--- config.mk ---
export PLATFORM = sky130hd
export DESIGN_NAME = divider_seq
export DESIGN_NICKNAME = d
export VERILOG_FILES = /design/src/rtl/alu_pkg.sv /design/src/rtl/div_step.sv /design/src/rtl/divider_seq.sv
export SDC_FILE = /design/constraint.sdc
export NUM_CORES = 1
export LEC_CHECK = 0
export BUFFER_PORTS_ARGS = -buffer_cell sky130_fd_sc_hd__buf_4
export CAP_MARGIN = 40
export CELL_PAD_IN_SITES_DETAIL_PLACEMENT = 1
export CELL_PAD_IN_SITES_GLOBAL_PLACEMENT = 2
export CORE_ASPECT_RATIO = 1.2
export CORE_MARGIN = 4
export CORE_UTILIZATION = 33
export DETAILED_ROUTE_END_ITERATION = 16
export PLACE_DENSITY_LB_ADDON = 0.3
export SYNTH_ARGS = -nofsm -noshare
export SYNTH_HDL_FRONTEND = slang
export SYNTH_SLANG_ARGS = --single-unit
--- constraint.sdc ---
create_clock -name clk -period 3.7 [get_ports clk]
set_input_delay 0.37 -clock clk [delete_from_list [all_inputs] [get_ports clk]]
set_output_delay 0.37 -clock clk [all_outputs]
set_load 0.1 [all_outputs]
--- src/rtl/alu_pkg.sv ---
// Shared ALU definitions: divider state encoding, width helper and default operand width.
package alu_pkg;

    localparam int BITS_DEFAULT = 16;

    typedef enum logic [1:0] {
        IDLE,
        CALC,
        DONE
    } div_state_e;

    // Ceiling log2, same rounding as the multiplier helper ($clog2-equivalent).
    function automatic int log2(input int value);
        int result;
        result = 0;
        while ((1 << result) < value) begin
            result = result + 1;
        end
        return result;
    endfunction

endpackage

--- src/rtl/div_step.sv ---
// One combinational restoring-division step: shift in the next dividend bit, trial-subtract the divisor.
module div_step
    import alu_pkg::*;
#(
    parameter int BITS = BITS_DEFAULT
) (
    input  logic [BITS-1:0] rem_in,
    input  logic            next_bit,
    input  logic [BITS-1:0] divisor,
    output logic [BITS-1:0] rem_out,
    output logic            q_bit
);

    logic [BITS:0] trial;
    logic [BITS:0] diff;

    // rem_in < divisor always holds, so the top bit of diff is a reliable sign of the trial subtraction.
    always_comb begin
        trial   = {rem_in, next_bit};
        diff    = trial - {1'b0, divisor};
        q_bit   = ~diff[BITS];
        rem_out = q_bit ? diff[BITS-1:0] : trial[BITS-1:0];
    end

endmodule

--- src/rtl/divider_seq.sv ---
// Sequential radix-2 restoring divider with sign-magnitude interface and start/done handshake.
module divider_seq
    import alu_pkg::*;
#(
    parameter int BITS = BITS_DEFAULT
) (
    input  logic            clk,
    input  logic            rst,
    input  logic            start,
    input  logic [BITS-1:0] A,
    input  logic [BITS-1:0] B,
    input  logic            Sign_a,
    input  logic            Sign_b,
    output logic [BITS-1:0] Q,
    output logic [BITS-1:0] R,
    output logic            Turn,
    output logic            R_sign,
    output logic            Div_zero,
    output logic            busy,
    output logic            done
);

    localparam int CNT_W = (log2(BITS) < 1) ? 1 : log2(BITS);

    div_state_e      state_q, state_d;
    logic [CNT_W-1:0] count_q, count_d;
    logic [BITS-1:0] shift_q, shift_d;
    logic [BITS-1:0] divisor_q, divisor_d;
    logic [BITS-1:0] rem_q, rem_d;
    logic [BITS-1:0] quot_q, quot_d;
    logic [BITS-1:0] remout_q, remout_d;
    logic            turn_q, turn_d;
    logic            r_sign_q, r_sign_d;
    logic            div_zero_q, div_zero_d;

    logic [BITS-1:0] step_rem;
    logic            step_bit;

    div_step #(.BITS(BITS)) u_step (
        .rem_in   (rem_q),
        .next_bit (shift_q[BITS-1]),
        .divisor  (divisor_q),
        .rem_out  (step_rem),
        .q_bit    (step_bit)
    );

    always_comb begin
        state_d    = state_q;
        count_d    = count_q;
        shift_d    = shift_q;
        divisor_d  = divisor_q;
        rem_d      = rem_q;
        quot_d     = quot_q;
        remout_d   = remout_q;
        turn_d     = turn_q;
        r_sign_d   = r_sign_q;
        div_zero_d = div_zero_q;

        case (state_q)
            IDLE, DONE: begin
                state_d = IDLE;
                if (start) begin
                    turn_d   = Sign_a ^ Sign_b;
                    r_sign_d = Sign_a;
                    if (B == '0) begin
                        quot_d     = '1;
                        remout_d   = A;
                        div_zero_d = 1'b1;
                        state_d    = DONE;
                    end else begin
                        shift_d    = A;
                        divisor_d  = B;
                        rem_d      = '0;
                        count_d    = CNT_W'(BITS - 1);
                        div_zero_d = 1'b0;
                        state_d    = CALC;
                    end
                end
            end
            CALC: begin
                shift_d = {shift_q[BITS-2:0], step_bit};
                rem_d   = step_rem;
                if (count_q == '0) begin
                    quot_d   = {shift_q[BITS-2:0], step_bit};
                    remout_d = step_rem;
                    state_d  = DONE;
                end else begin
                    count_d = count_q - CNT_W'(1);
                end
            end
            default: state_d = IDLE;
        endcase
    end

    always_ff @(posedge clk) begin
        if (rst) begin
            state_q    <= IDLE;
            count_q    <= '0;
            shift_q    <= '0;
            divisor_q  <= '0;
            rem_q      <= '0;
            quot_q     <= '0;
            remout_q   <= '0;
            turn_q     <= 1'b0;
            r_sign_q   <= 1'b0;
            div_zero_q <= 1'b0;
        end else begin
            state_q    <= state_d;
            count_q    <= count_d;
            shift_q    <= shift_d;
            divisor_q  <= divisor_d;
            rem_q      <= rem_d;
            quot_q     <= quot_d;
            remout_q   <= remout_d;
            turn_q     <= turn_d;
            r_sign_q   <= r_sign_d;
            div_zero_q <= div_zero_d;
        end
    end

    assign Q        = quot_q;
    assign R        = remout_q;
    assign Turn     = turn_q;
    assign R_sign   = r_sign_q;
    assign Div_zero = div_zero_q;
    assign busy     = (state_q == CALC);
    assign done     = (state_q == DONE);

endmodule

==> flow_summary.toml, run 1 <==
[status]
status = "complete, no violations"

[floorplan]
dieArea_um2 = 16000
die_x_um = 116
coreArea_um2 = 13800
die_height_um = 138
start_util = 0.337
num_io_pins = 74
rows = 47

[sta]
final-max-slew-violation-count = 0
fin_crit_sh = 0.838
post-route-min-period_ns = 3.10
slew_headroom = 0.465
finalHoldViolations = 0
rsz0062_at_grt = "false"
finalClockSkew_ns = 0.00783
worst_slew_pin_slew_ns = 0.803
tns_ns = 0
setup_viol = 0
clock.fmax_mhz = 323

[clock_network]
cts-root-buf = "clkbuf_16"
cts_inserted_buffers = 9
clockBufferDepth = 2
postCtsSetupBuffers = 0
postCtsResizedCells = 0
htreeDepth = 3
clock_latency_ns = 0.34
holdBufCountCts = 0
cts_tree = "built"
cts.reportedPaths.clkPinSlew_ns = 0.07
numClockSinks = 89

[global_routing]
grt_util_all_layers = 0.181
grt-ovfl-total = 0
grt_pass1_vias = 4431
grt_start_max_net_pins = 69
grt_first_pass_wirelength_um = 22900
antenna_found_initial = 0

[job]
drv_cap = 0

[worst_setup_path]
worstPathRequired_ns = 3.94
cp.arrival_ns = 3.34
crit_fanout = 22
path_cells = "inv_1 -> ha_1 -> a21oi_2 -> o21ai_2 -> a311o_2 -> a21o_4 -> xnor2_4 -> mux2_2 -> a211oi_1"
max_stage_delay_ns = 0.63
cp-start-kind = "flip-flop"
crit_path_end_kind = "flip-flop"
slowest_stage = "xnor2_4"
criticalPathCategory = "flip-flop to flip-flop"

[yosys]
syn-cell-area_um2 = 4630
synth_fp_nets = 646
ys_warn_count = 0
synth.top_cells.by_count = "107 x nand2_1, 89 x dfxtp_1, 81 x nor2_1, 63 x a21oi_1, 26 x clkbuf_1"
synthArstFlopShare = 0
synthFlopType = "dfxtp_1"
synth_edf_count = 0
ys_ff_latch = 89
synth.area.top_cells = "dfxtp_1 38%, nand2_1 8.7%, a21oi_1 6.8%, nor2_1 6.6%, ha_1 4.6%"
post_synth.cell_area_avg_um2 = 7.84
yosysMostFrequentCell = "nand2_1"
yosysTopAreaCell = "dfxtp_1"
yosys.area.top_type_share = 0.385
syn_inst = 591
ys_types = 59
synth-seq-area-share = 0.385

[layout]
nFillCells = 1681
final_nets = 705
drive_gt1_frac = 0.185
areaGrowthSynthToFinish_pct = 21.1
fin_area_um2 = 5610
antenna_cells = 0

[routing]
via_per_inst = 5.21
wl_per_cell_um = 17.0
totalWireLength_um = 14000
vias = 4302
dr.pass1.iters = 4
first_iter_violations = 224
drtAntennaViolNets = 0
drcViolationCount = 0

[place]
gp_congestion = 0.826
place_hpwl_um = 10500
placed_area_um2 = 5320
port-buffer-count = 73

[power]
max-vdd-ir-drop_mv = 0.200
power_density_nw_per_um2 = 603
p_leak_uw = 0.00226

[min_path]
hp-class = "input port to flip-flop"
power by group:
group          total, µW  internal [µW]  switching, µW
Clock                922            522            399
Sequential          1120           1050           74.6
Combinational       1340            482            855
layout make-up:
type,count,area (µm²),area share
inverter,23,86.3,0.0154
multi-input combinational,443,2610,0.464
timing repair buffer,84,631,0.112
clock inverter,6,67.6,0.0120
clock buffer,9,225,0.0401
sequential,89,1780,0.318
tap,171,214,0.0381
metrics by stage:
stage	util	hold slack, ns	setup slack, ns	instances	power (µW)
2_1_floorplan	-	0.436	1.14	591	2200
3_3_place_gp	0.387	0.446	0.711	810	2450
3_5_place_dp	0.387	0.448	0.593	810	2480
4_1_cts	0.408	0.279	0.587	825	3410
5_1_grt	0.408	0.287	0.383	825	3570
6_report	0.408	0.288	0.600	825	3380
cell families after synthesis:
logic type                 after synthesis  share of synthesized area
and+or+nand+nor                        254                      0.235
AOI/OAI and AO/OA                      146                      0.217
DFF                                     89                      0.385
buffers and inverters                   59                     0.0535
adders and majority gates               18                     0.0502
muxes                                   16                     0.0383
xor gates and xnor gates                 9                     0.0211
layer usage:
| metal | track usage | vias to the layer above | wire, µm |
|---|---|---|---|
| li1 | - | 2178 | - |
| met1 | 0.241 | 2038 | 6650 |
| met2 | 0.304 | 75 | 6760 |
| met3 | 0.0237 | 11 | 464 |
| met4 | 0.0529 | 0 | 146 |
| met5 | 0 | - | 0 |
layout by cell type (no fill, tap or decap), types with 8 or more instances in the layout:
cell	n
a211oi_1	16
a21oi_1	63
a311oi_1	17
buf_4	84
clkbuf_16	9
dfxtp_1	89
ha_1	17
inv_1	22
mux2i_1	8
nand2_1	107
nand2b_1	9
nor2_1	81
nor3_1	22
o21ai_0	8
flip-flops by register name (all words and copies together) (netlist names):
signal and count:
Div_zero 1, Q 16, R 16, R_sign 1, Turn 1, count_q 4
divisor_q 16, rem_q 16, shift_q 16, state_q 2
critical path: cells and delay by family (launching register included):
kind,cells,cell delay [ns]
AO/OA/AOI/OAI,5,1.16
XOR/XNOR,1,0.63
adder cells (fa/ha/maj),1,0.40
buffers and inverters,1,0.05
flip-flops,1,0.33
multiplexers,1,0.43
path summary, 6_finish.rpt:
check                            startpoint                          to  slack [ns]  cells after the start
setup reg to reg  divisor_q[9]$_SDFFE_PP0P_      rem_q[13]$_SDFFE_PP0P_        0.60                      9
hold / removal                        B[12]  divisor_q[12]$_SDFFE_PP0P_        0.29                      3
hold reg to reg   divisor_q[6]$_SDFFE_PP0P_   divisor_q[6]$_SDFFE_PP0P_        0.46                      2
setup / recovery  divisor_q[9]$_SDFFE_PP0P_      rem_q[13]$_SDFFE_PP0P_        0.60                      9
Note: power is estimated with default switching activity, not from simulation.
==> run 2, diff against run 1 <==
==> constraint.sdc (replaced) <==
create_clock -name clk -period 3.2 [get_ports clk]
set_input_delay 0.32 -clock clk [delete_from_list [all_inputs] [get_ports clk]]
set_output_delay 0.32 -clock clk [all_outputs]
set_load 0.1 [all_outputs]
==> run 2 against run 1 <==
Count of clock-buffer cells in the layout stayed put. Sequential share of layout area is 0.32 points lower. Register-to-register slack worse by 0.35 ns. Clock skew is 0.0031 ns higher. Via count is 0.35% higher. Critical path depth is 1 lower. Setup slack worse by 0.35 ns. Non-clock buffer count is 2 higher. Die area stayed put. Global-route usage is 0.17 points higher. Critical endpoint unchanged. Largest cell class unchanged. Largest power group unchanged.
==> flow_summary.toml, run 2 (synthesized netlist as in run 1, its figures left out) <==
[worst_setup_path]
rr_endpoint = "rem_q[13]$_SDFFE_PP0P_"
path_buf_inv = 1
max_stage_delay_ns = 0.47
cp-start-kind = "flip-flop"
path_cells = "inv_1 -> ha_1 -> and3_1 -> a311o_2 -> a21o_4 -> xnor2_4 -> mux2_2 -> a211oi_1"
worstPathRequired_ns = 3.45
crit_path_end_kind = "flip-flop"
rr_worst_depth = 8
rr_startpoint = "divisor_q[13]$_SDFFE_PP0P_"
cp.arrival_ns = 3.20
slowest_stage = "xnor2_4"
rrSetupSlack_ns = 0.25
criticalPathCategory = "flip-flop to flip-flop"
cp_top_family = "compound AO/OA/AOI/OAI gates"
crit_fanout = 11

[layout]
drive_gt1_frac = 0.190
areaGrowthSynthToFinish_pct = 22.4
fin_util = 0.412
antenna_cells = 0
final_cell_mix = "107 x nand2_1, 89 x dfxtp_1, 85 x buf_4"
layout_commonest_cell = "nand2_1"
fin_cells = 829
final_nets = 708
fin_area_um2 = 5670

[floorplan]
start_util = 0.337
die_x_um = 116
coreArea_um2 = 13800
num_io_pins = 74
dieArea_um2 = 16000
die_height_um = 138
rows = 47

[status]
status = "complete, no violations"

[sta]
post-route-min-period_ns = 2.95
final-max-slew-violation-count = 0
finalClockSkew_ns = 0.0110
setup_viol = 0
whs_ns = 0.231
slew_headroom = 0.554
rsz0062_at_grt = "false"
fin_crit_sh = 0.922
tns_ns = 0
worst_slew_pin_slew_ns = 0.666
clock.fmax_mhz = 339
finalHoldViolations = 0

[power]
p_sw_uw = 1600
sw_frac_of_total = 0.399
power_frac_clock = 0.278
combPwrFrac = 0.398
max-vdd-ir-drop_mv = 0.248
p_leak_uw = 0.00228
power_density_nw_per_um2 = 708
pwr-share-seq = 0.324
power.internal_uw = 2410

[place]
gp_congestion = 0.846
dp.cells = 812
placed_area_um2 = 5350
place_hpwl_um = 10600
port-buffer-count = 73

[routing]
drtAntennaViolNets = 0
first_iter_violations = 211
via_per_inst = 5.21
wl_per_cell_um = 17.1
totalWireLength_um = 14200
drcViolationCount = 0
dr.pass1.iters = 4
vias = 4317

[clock_network]
holdBufCountCts = 0
clockBufferDepth = 2
postCtsSetupBuffers = 0
clock_latency_ns = 0.35
cts-root-buf = "clkbuf_16"
numClockSinks = 89
cts_inserted_buffers = 9
postCtsResizedCells = 0
htreeDepth = 3
cts_tree = "built"
cts.reportedPaths.clkPinSlew_ns = 0.07

[global_routing]
grt_first_pass_wirelength_um = 23100
grt-ovfl-total = 0
grt_start_max_net_pins = 64
grt_pass1_vias = 4464
antenna_found_initial = 0
grt_util_all_layers = 0.182

[job]
drv_cap = 0

[min_path]
hold_path_end = "divisor_q[7]$_SDFFE_PP0P_"
hp-class = "input port to flip-flop"
hold_path_startpoint = "B[7]"
holdPathStages = 3
==> run 2: per-layer routing <==
layer / part of all wire / track usage / wire [µm]
met1: 0.47 / 0.246 / 6630
met2: 0.49 / 0.306 / 6950
met3: 0.029 / 0.0189 / 414
met4: 0.013 / 0.0535 / 191
met5: 0 / 0 / 0
==> run 2: worst max path at each step <==
stage	from	end	slack, ns	depth (start not counted)
after detailed placement	divisor_q[13]$_SDFFE_PP0P_	rem_q[13]$_SDFFE_PP0P_	0.10	8
after global placement	divisor_q[11]$_SDFFE_PP0P_	R[10]$_SDFFE_PP0P_	0.22	9
final	divisor_q[13]$_SDFFE_PP0P_	rem_q[13]$_SDFFE_PP0P_	0.25	8
after global routing	divisor_q[13]$_SDFFE_PP0P_	rem_q[13]$_SDFFE_PP0P_	0.13	8
after floorplan	shift_q[15]$_SDFFE_PP0P_	R[6]$_SDFFE_PP0P_	0.64	11
after CTS	divisor_q[11]$_SDFFE_PP0P_	rem_q[13]$_SDFFE_PP0P_	0.06	9
==> run 2: tightest hold or removal path, cell delays in order <==
cell     delay (ns)
buf_4          0.11
nand2_1        0.05
a21oi_1        0.05
==> run 2: power groups by stage <==
stage	Combinational (µW)	Sequential [µW]	Clock, µW
CTS	1570	1300	1140
global route	1740	1310	1180
floorplan	1010	1530	0
detailed placement	1560	1320	0
finish	1600	1300	1120
global placement	1530	1320	0
==> run 2: final cells by class <==
| class | count | area, µm² |
|---|---|---|
| clock buffers | 9 | 225 |
| clock inverters | 7 | 81.3 |
| fillers | 1680 | 8090 |
| inverters | 23 | 86.3 |
| multi-input cells | 444 | 2620 |
| flip-flops and latches | 89 | 1780 |
| well taps | 171 | 214 |
| repair buffers | 86 | 658 |
==> run 2: stage by stage <==
| stage | worst slack [ns] | power [µW] |
|---|---|---|
| finish | 0.248 | 4010 |
| global route | 0.134 | 4240 |
| CTS | 0.0644 | 4010 |
| detailed placement | 0.102 | 2880 |
| global placement | 0.223 | 2850 |
| floorplan | 0.642 | 2540 |
